[src/rtl/demux_ser_driver.sv]
// -----------------------------------------------------------------------------
// demux_ser_driver
//
// Upstream feeder for a 1-to-N single-bit demultiplexer. A parallel word and a
// destination channel are taken over a valid/ready handshake. The channel is
// held on `sel` while the word is shifted MSB-first onto `demux_in`, one bit
// per clock, followed by GAP idle cycles. Outside of SHIFT, `demux_in` is
// forced low, so every demux output is 0 while nothing is being sent.
//
// Ports:
//   clk       in   single clock, rising-edge
//   rst       in   synchronous, active-high reset
//   in_valid  in   request present
//   in_ready  out  request can be accepted this cycle (state == IDLE)
//   in_data   in   DATA_W-bit word to serialise
//   in_chan   in   SEL_W-bit destination channel
//   demux_in  out  serial bit to the demux data input
//   sel       out  channel select to the demux, stable for a whole frame
//   busy      out  high in SHIFT or GAP
//   done      out  one-cycle pulse in the cycle after the last bit
//
// All outputs come from registers or are decoded from registered state only.
// -----------------------------------------------------------------------------
module demux_ser_driver #(
  parameter int DATA_W = 8,
  parameter int SEL_W  = 3,
  parameter int GAP    = 1
) (
  input  logic              clk,
  input  logic              rst,
  input  logic              in_valid,
  output logic              in_ready,
  input  logic [DATA_W-1:0] in_data,
  input  logic [SEL_W-1:0]  in_chan,
  output logic              demux_in,
  output logic [SEL_W-1:0]  sel,
  output logic              busy,
  output logic              done
);

  // Counters are kept at least 1 bit wide so DATA_W = 1 / GAP <= 1 still elaborate.
  localparam int CNT_W = (DATA_W > 1) ? $clog2(DATA_W) : 1;
  localparam int GAP_W = (GAP > 1) ? $clog2(GAP) : 1;

  typedef enum logic [1:0] {
    S_IDLE  = 2'd0,
    S_SHIFT = 2'd1,
    S_GAP   = 2'd2
  } state_t;

  state_t             r_state;
  state_t             w_state_nxt;
  logic [DATA_W-1:0]  r_shreg;
  logic [DATA_W-1:0]  w_shreg_nxt;
  logic [CNT_W-1:0]   r_bit_cnt;
  logic [CNT_W-1:0]   w_bit_cnt_nxt;
  logic [GAP_W-1:0]   r_gap_cnt;
  logic [GAP_W-1:0]   w_gap_cnt_nxt;
  logic [SEL_W-1:0]   r_sel;
  logic [SEL_W-1:0]   w_sel_nxt;
  logic               r_done;
  logic               w_done_nxt;

  // Next-state and datapath decode; every register holds unless its state says otherwise.
  always_comb begin
    w_state_nxt   = r_state;
    w_shreg_nxt   = r_shreg;
    w_bit_cnt_nxt = r_bit_cnt;
    w_gap_cnt_nxt = r_gap_cnt;
    w_sel_nxt     = r_sel;
    w_done_nxt    = 1'b0;
    case (r_state)
      S_IDLE: begin
        // in_ready is 1 throughout IDLE, so in_valid alone is the accept.
        if (in_valid) begin
          w_state_nxt   = S_SHIFT;
          w_shreg_nxt   = in_data;
          w_sel_nxt     = in_chan;
          w_bit_cnt_nxt = CNT_W'(DATA_W - 1);
        end else begin
          w_state_nxt   = S_IDLE;
        end
      end
      S_SHIFT: begin
        w_shreg_nxt = r_shreg << 1;
        if (r_bit_cnt == '0) begin
          // Last bit has now been on the line for a full cycle.
          w_done_nxt = 1'b1;
          if (GAP > 0) begin
            w_state_nxt   = S_GAP;
            w_gap_cnt_nxt = GAP_W'((GAP > 0) ? (GAP - 1) : 0);
          end else begin
            w_state_nxt   = S_IDLE;
          end
        end else begin
          w_bit_cnt_nxt = r_bit_cnt - CNT_W'(1);
        end
      end
      S_GAP: begin
        if (r_gap_cnt == '0) begin
          w_state_nxt   = S_IDLE;
        end else begin
          w_gap_cnt_nxt = r_gap_cnt - GAP_W'(1);
        end
      end
      default: begin
        w_state_nxt = S_IDLE;
      end
    endcase
  end

  // State and datapath registers with synchronous reset; reset aborts any frame.
  always_ff @(posedge clk) begin
    if (rst) begin
      r_state   <= S_IDLE;
      r_shreg   <= '0;
      r_bit_cnt <= '0;
      r_gap_cnt <= '0;
      r_sel     <= '0;
      r_done    <= 1'b0;
    end else begin
      r_state   <= w_state_nxt;
      r_shreg   <= w_shreg_nxt;
      r_bit_cnt <= w_bit_cnt_nxt;
      r_gap_cnt <= w_gap_cnt_nxt;
      r_sel     <= w_sel_nxt;
      r_done    <= w_done_nxt;
    end
  end

  // Gating with SHIFT keeps the line low in IDLE/GAP regardless of shreg contents.
  assign demux_in = (r_state == S_SHIFT) & r_shreg[DATA_W-1];
  assign in_ready = (r_state == S_IDLE);
  assign busy     = (r_state != S_IDLE);
  assign sel      = r_sel;
  assign done     = r_done;

endmodule

[config.mk]
export PLATFORM = sky130hd
export DESIGN_NAME = demux_ser_driver
export DESIGN_NICKNAME = d
export VERILOG_FILES = /design/src/rtl/demux_ser_driver.sv
export SDC_FILE = /design/constraint.sdc
export NUM_CORES = 1
export LEC_CHECK = 0
export CELL_PAD_IN_SITES_DETAIL_PLACEMENT = 1
export CELL_PAD_IN_SITES_GLOBAL_PLACEMENT = 2
export CORE_MARGIN = 2
export CORE_UTILIZATION = 31
export CTS_CLUSTER_SIZE = 8
export DETAILED_ROUTE_END_ITERATION = 12
export PLACE_DENSITY_LB_ADDON = 0.25
export SYNTH_ARGS = -nofsm -noshare
export SYNTH_HDL_FRONTEND = slang
export SYNTH_SLANG_ARGS = --single-unit
[constraint.sdc]
create_clock -name clk -period 3.94 [get_ports clk]
set_input_delay 0.788 -clock clk [delete_from_list [all_inputs] [get_ports clk]]
set_output_delay 0.788 -clock clk [all_outputs]
set_load 0.05 [all_outputs]
**Yosys cells after proc, flatten, opt, wreduce, memory -nomap -nowiden**

Cells that the tools add are included.

- Flip-flop bits (word level): 18
- Output and inout port bits: 7
- Word-level logic and storage cells: 40
- Input bits: 14

- Reductions and logical operators: 11
- Bitwise operators: 2
- Equality and inequality tests: 6
- Muxes and demuxes: 13
- Add/sub/neg operators: 2

Operator list:

| operator | count |
|---|---|
| case mux 8 bit (2 select lines) | 1 |
| 2-to-1 mux 8 bit | 1 |
| != test 2 bit (second input constant) | 4 |
| AND reduction 2 bit | 4 |
| 2-to-1 mux 3 bit | 2 |
| case mux 2 bit (3 select lines) | 1 |
| case mux 3 bit (2 select lines) | 1 |
| nonzero test 2 bit | 3 |
| 2-to-1 mux 1 bit | 4 |
| 2-to-1 mux 2 bit | 2 |
| zero test 3 bit | 1 |
| AND reduction 3 bit | 1 |
| subtractor 3 x 1 -> 3 bit (second input constant) | 1 |
| equality test 2 x 1 -> 1 bit (second input constant) | 1 |
| equality test 2 bit (second input constant) | 1 |
| zero test 2 bit | 1 |
| case mux 1 bit (2 select lines) | 1 |
| OR reduction 2 bit | 1 |
| bitwise AND 1 bit | 1 |
| inverter 1 bit | 1 |
| subtractor 1 bit (second input constant) | 1 |

**Longest topological paths before layout**

- Depth after elaboration: 3
- Gate-level depth with buffers: 6
- Depth with buffers taken out: 6

**Worst setup path after synthesis**

OpenSTA, ideal clock, no wires.

- Path type: flip-flop to output port
- Start point: register r_state[0]
- End point: output port busy
- Setup slack: 1.541 ns
- Buffers on the path: 1
- Required time: 3.152 ns
- Arrival: 1.611 ns
- Stages on the path, launching flop included: 4
- Cells stage by stage: dfxtp_1 > buf_6 > nor2_1 > inv_1

- Cells in the longest elaborated chain, start to end: 1

RTL lines:

| what | line | text |
|---|---|---|
| start: declaration | 51 | `state_t r_state;` |
| start signal: assignment | 122 | `r_state <= w_state_nxt;` |
| nonzero test 2 bit | 134 | `assign busy = (r_state != S_IDLE);` |
| end: declaration | 37 | `output logic busy,` |

No other way between the ends.

**Worst setup path after layout**

- Start point: register r_state[0]
- End point: output port demux_in

- Cells in the longest elaborated chain, start to end: 2

RTL lines:

| what | line | text |
|---|---|---|
| equality test 2 x 1 -> 1 bit | 132 | `assign demux_in = (r_state == S_SHIFT) & r_shreg[DATA_W-1];` |
| bitwise AND 1 bit | 132 |  |
| end: declaration | 35 | `output logic demux_in,` |

No other way between the ends.

==> qor.yml <==
hold_violations: 0
drc: 0
worstReg2RegEnd: "r_shreg[2]"
intPower_w: 0.000289
ys_seq_area_share_pct: 42.2
maxSlewHeadroom_pct: 48.0
setup_tns_ns: 0
wire_per_inst_microns: 12.5
clockPowerShare_pct: 22.7
dpl.cell_count: 121
reg2reg_from: "r_state[0]"
clk_pin_slew_worst_paths_ns: 0.10
p_switching_w: 0.000134
n_fill_cell: 298
cts_root_buffer: "clkbuf_4"
detailed_place_hpwl_microns: 1120
synth-adder-area-share_pct: 3.11
synthMuxAreaShare_pct: 13.8
die_y_microns: 55.0
min_from: "r_shreg[0]"
drt_wl_total_microns: 1570
numCtsBuffers: 3
num_rows: 18
tightest_slew_ns: 0.779
grt-ovfl-total: 0
cts_tree: "done"
cp_data_arrival_time_ns: 2.19
cts_hold_buffers: 0
rr_worst_depth: 3
skew_ns: 0.00200
final_common_cell: "clkdlybuf4s50_1"
fin_hold_ws_ns: 0.485
area.growth.synth_to_final_pct: 26.7
switching_share_pct: 31.7
layout-drive-gt1-share_pct: 10.5
yosys_warnings: 0
min_path_cells: 2
peakVddDrop_mv: 0.175
post_cts_resized: 0
crit_fanout: 18
status: "finished, final reports clean"
p_seq_share_pct: 48.9
dpl_cell_area_sq_um: 995
grt_usage_pct: 11.4
viasPerCell: 4.86
synth_area_sq_um: 806
synth.distinct_cells: 24
crit_start: "r_state[0]"
clockBufferDepth: 2
cts.sinks: 17
final_antenna_net_count: 0
grt_max_degree: 19
endpoint_kind: "primary output"
cap_violations: 0
setup.worst_path.start_class: "register"
post_cts_buffers: 0
grt_pass1_wl_microns: 2360
power.density_nw_per_um2: 415
fin_crit_ns: 2.98
synth_top_family_by_area: "simple AND/OR/NAND/NOR gates"
dieArea_sq_um: 3020
synth_seq_cells: 17
power.leakage_nw: 0.397
nNetsFinal: 112
pin_count: 21
rsz0062_at_grt: "no"
comb_power_share_pct: 28.4
criticalPathCategory: "reg -> out"
synth_nets: 93
die_w_microns: 55.0
final_cell_mix: "clkdlybuf4s50_1, dfxtp_1, nor2_1, mux2i_1, a211oi_1"
vias: 608
cts_htree_levels: 1
finalNonFillerCells: 125
gp_congestion: 0.609
synthXorXnorAreaFrac_pct: 0
r2r_setup_slack_ns: 2.35
hold_path_class: "reg -> reg"
holdPathEnd: "r_shreg[0]"
drv_slew: 0
required_ns: 3.15
fin_crit_sh_pct: 75.6
finalInstanceArea_sq_um: 1020
worstSkewPairLatency_ns: 0.29
drt_pass1_iterations: 2
fmax_mhz: 336
initial_core_util_pct: 32.5
core-area_sq_um: 2480
synthSimpleGateAreaFrac_pct: 16.8
syn_area_per_cell_sq_um: 10.5
setup_viol: 0
antenna_found_initial: 0
antenna_cells: 0
synthCells: 77
port_buffers: 20
synth_compound_area_share_pct: 16.1
grt_pass1_vias: 544
drtIter0Drc: 2
[layer usage]
layer | part of all wire (%) | global-route usage (%) | vias up
met5 | 0 | 0 | -
met4 | 0.96 | 7.32 | 0
met3 | 4.9 | 2.42 | 2
met2 | 50 | 18.5 | 12
met1 | 44 | 13.7 | 288
li1 | - | - | 306
[how the worst max path moves through the flow]
stage                           to  slack (ns)  cells after the start
after floorplan               busy        1.54                      3
after global placement    demux_in        1.29                      2
after detailed placement      busy        1.25                      3
after CTS                     busy        0.92                      3
after global routing          busy        0.82                      3
final                     demux_in        0.96                      2
[worst max-delay path, stage by stage, from the launching register on]
cell	delay (ns)
dfxtp_1	0.84
and3b_1	0.26
clkdlybuf4s50_1	0.80
[stage by stage]
step	setup WS (ns)	power (W)	utilization (%)
after global routing	0.819	0.000449	41.2
after CTS	0.923	0.000434	41.2
after floorplan	1.54	0.000301	-
after detailed placement	1.25	0.000334	40.2
final	0.962	0.000424	41.2
after global placement	1.29	0.000330	40.2
[power groups by stage]
stage | logic [W] | clock network [W] | registers (W)
2_1_floorplan | 0.0000905 | 0 | 0.000211
3_3_place_gp | 0.000120 | 0 | 0.000211
3_5_place_dp | 0.000123 | 0 | 0.000212
4_1_cts | 0.000123 | 0.000103 | 0.000208
5_1_grt | 0.000133 | 0.000105 | 0.000210
6_report | 0.000120 | 0.0000961 | 0.000207
[state kept, by name, summed over array words and instances, names as in the netlist]
name       flops
r_shreg        8
r_bit_cnt      3
sel            3
r_state        2
done           1
[cell type report]
| type | count | area [sq um] | area share [%] |
|---|---|---|---|
| Timing Repair Buffer | 20 | 200 | 19.6 |
| Multi-Input combinational cell | 50 | 402 | 39.3 |
| Tap cell | 30 | 37.5 | 3.68 |
| Clock buffer | 4 | 26.3 | 2.57 |
| Sequential cell | 17 | 340 | 33.3 |
| Inverter | 4 | 15.0 | 1.47 |
[synth_stat cells, drive strengths merged]
| master | count | area [sq um] |
|---|---|---|
| and3b | 1 | 8.76 |
| dfxtp | 17 | 340 |
| a21o | 1 | 7.51 |
| a221oi | 2 | 17.5 |
| inv | 4 | 15.0 |
| clkbuf | 1 | 3.75 |
| o21ba | 1 | 16.3 |
| mux2i | 10 | 100 |
| buf | 5 | 45.0 |
| nor4bb | 2 | 20.0 |
| nor3b | 2 | 26.3 |
| a211oi | 8 | 75.1 |
| a32oi | 1 | 8.76 |
| nor2 | 15 | 56.3 |
| ha | 2 | 25.0 |
| a21oi | 1 | 5.00 |
| nand2b | 2 | 20.0 |
| nand2 | 1 | 3.75 |
| mux2 | 1 | 11.3 |
[kinds of logic after synthesis]
group	Yosys count
flip-flops	17
multiplexers	11
buffers and inverters	10
adder cells (fa/ha/maj)	2
AND/OR/NAND/NOR	23
AO/OA/AOI/OAI	14
No activity file was read; power rests on OpenSTA's default activity.
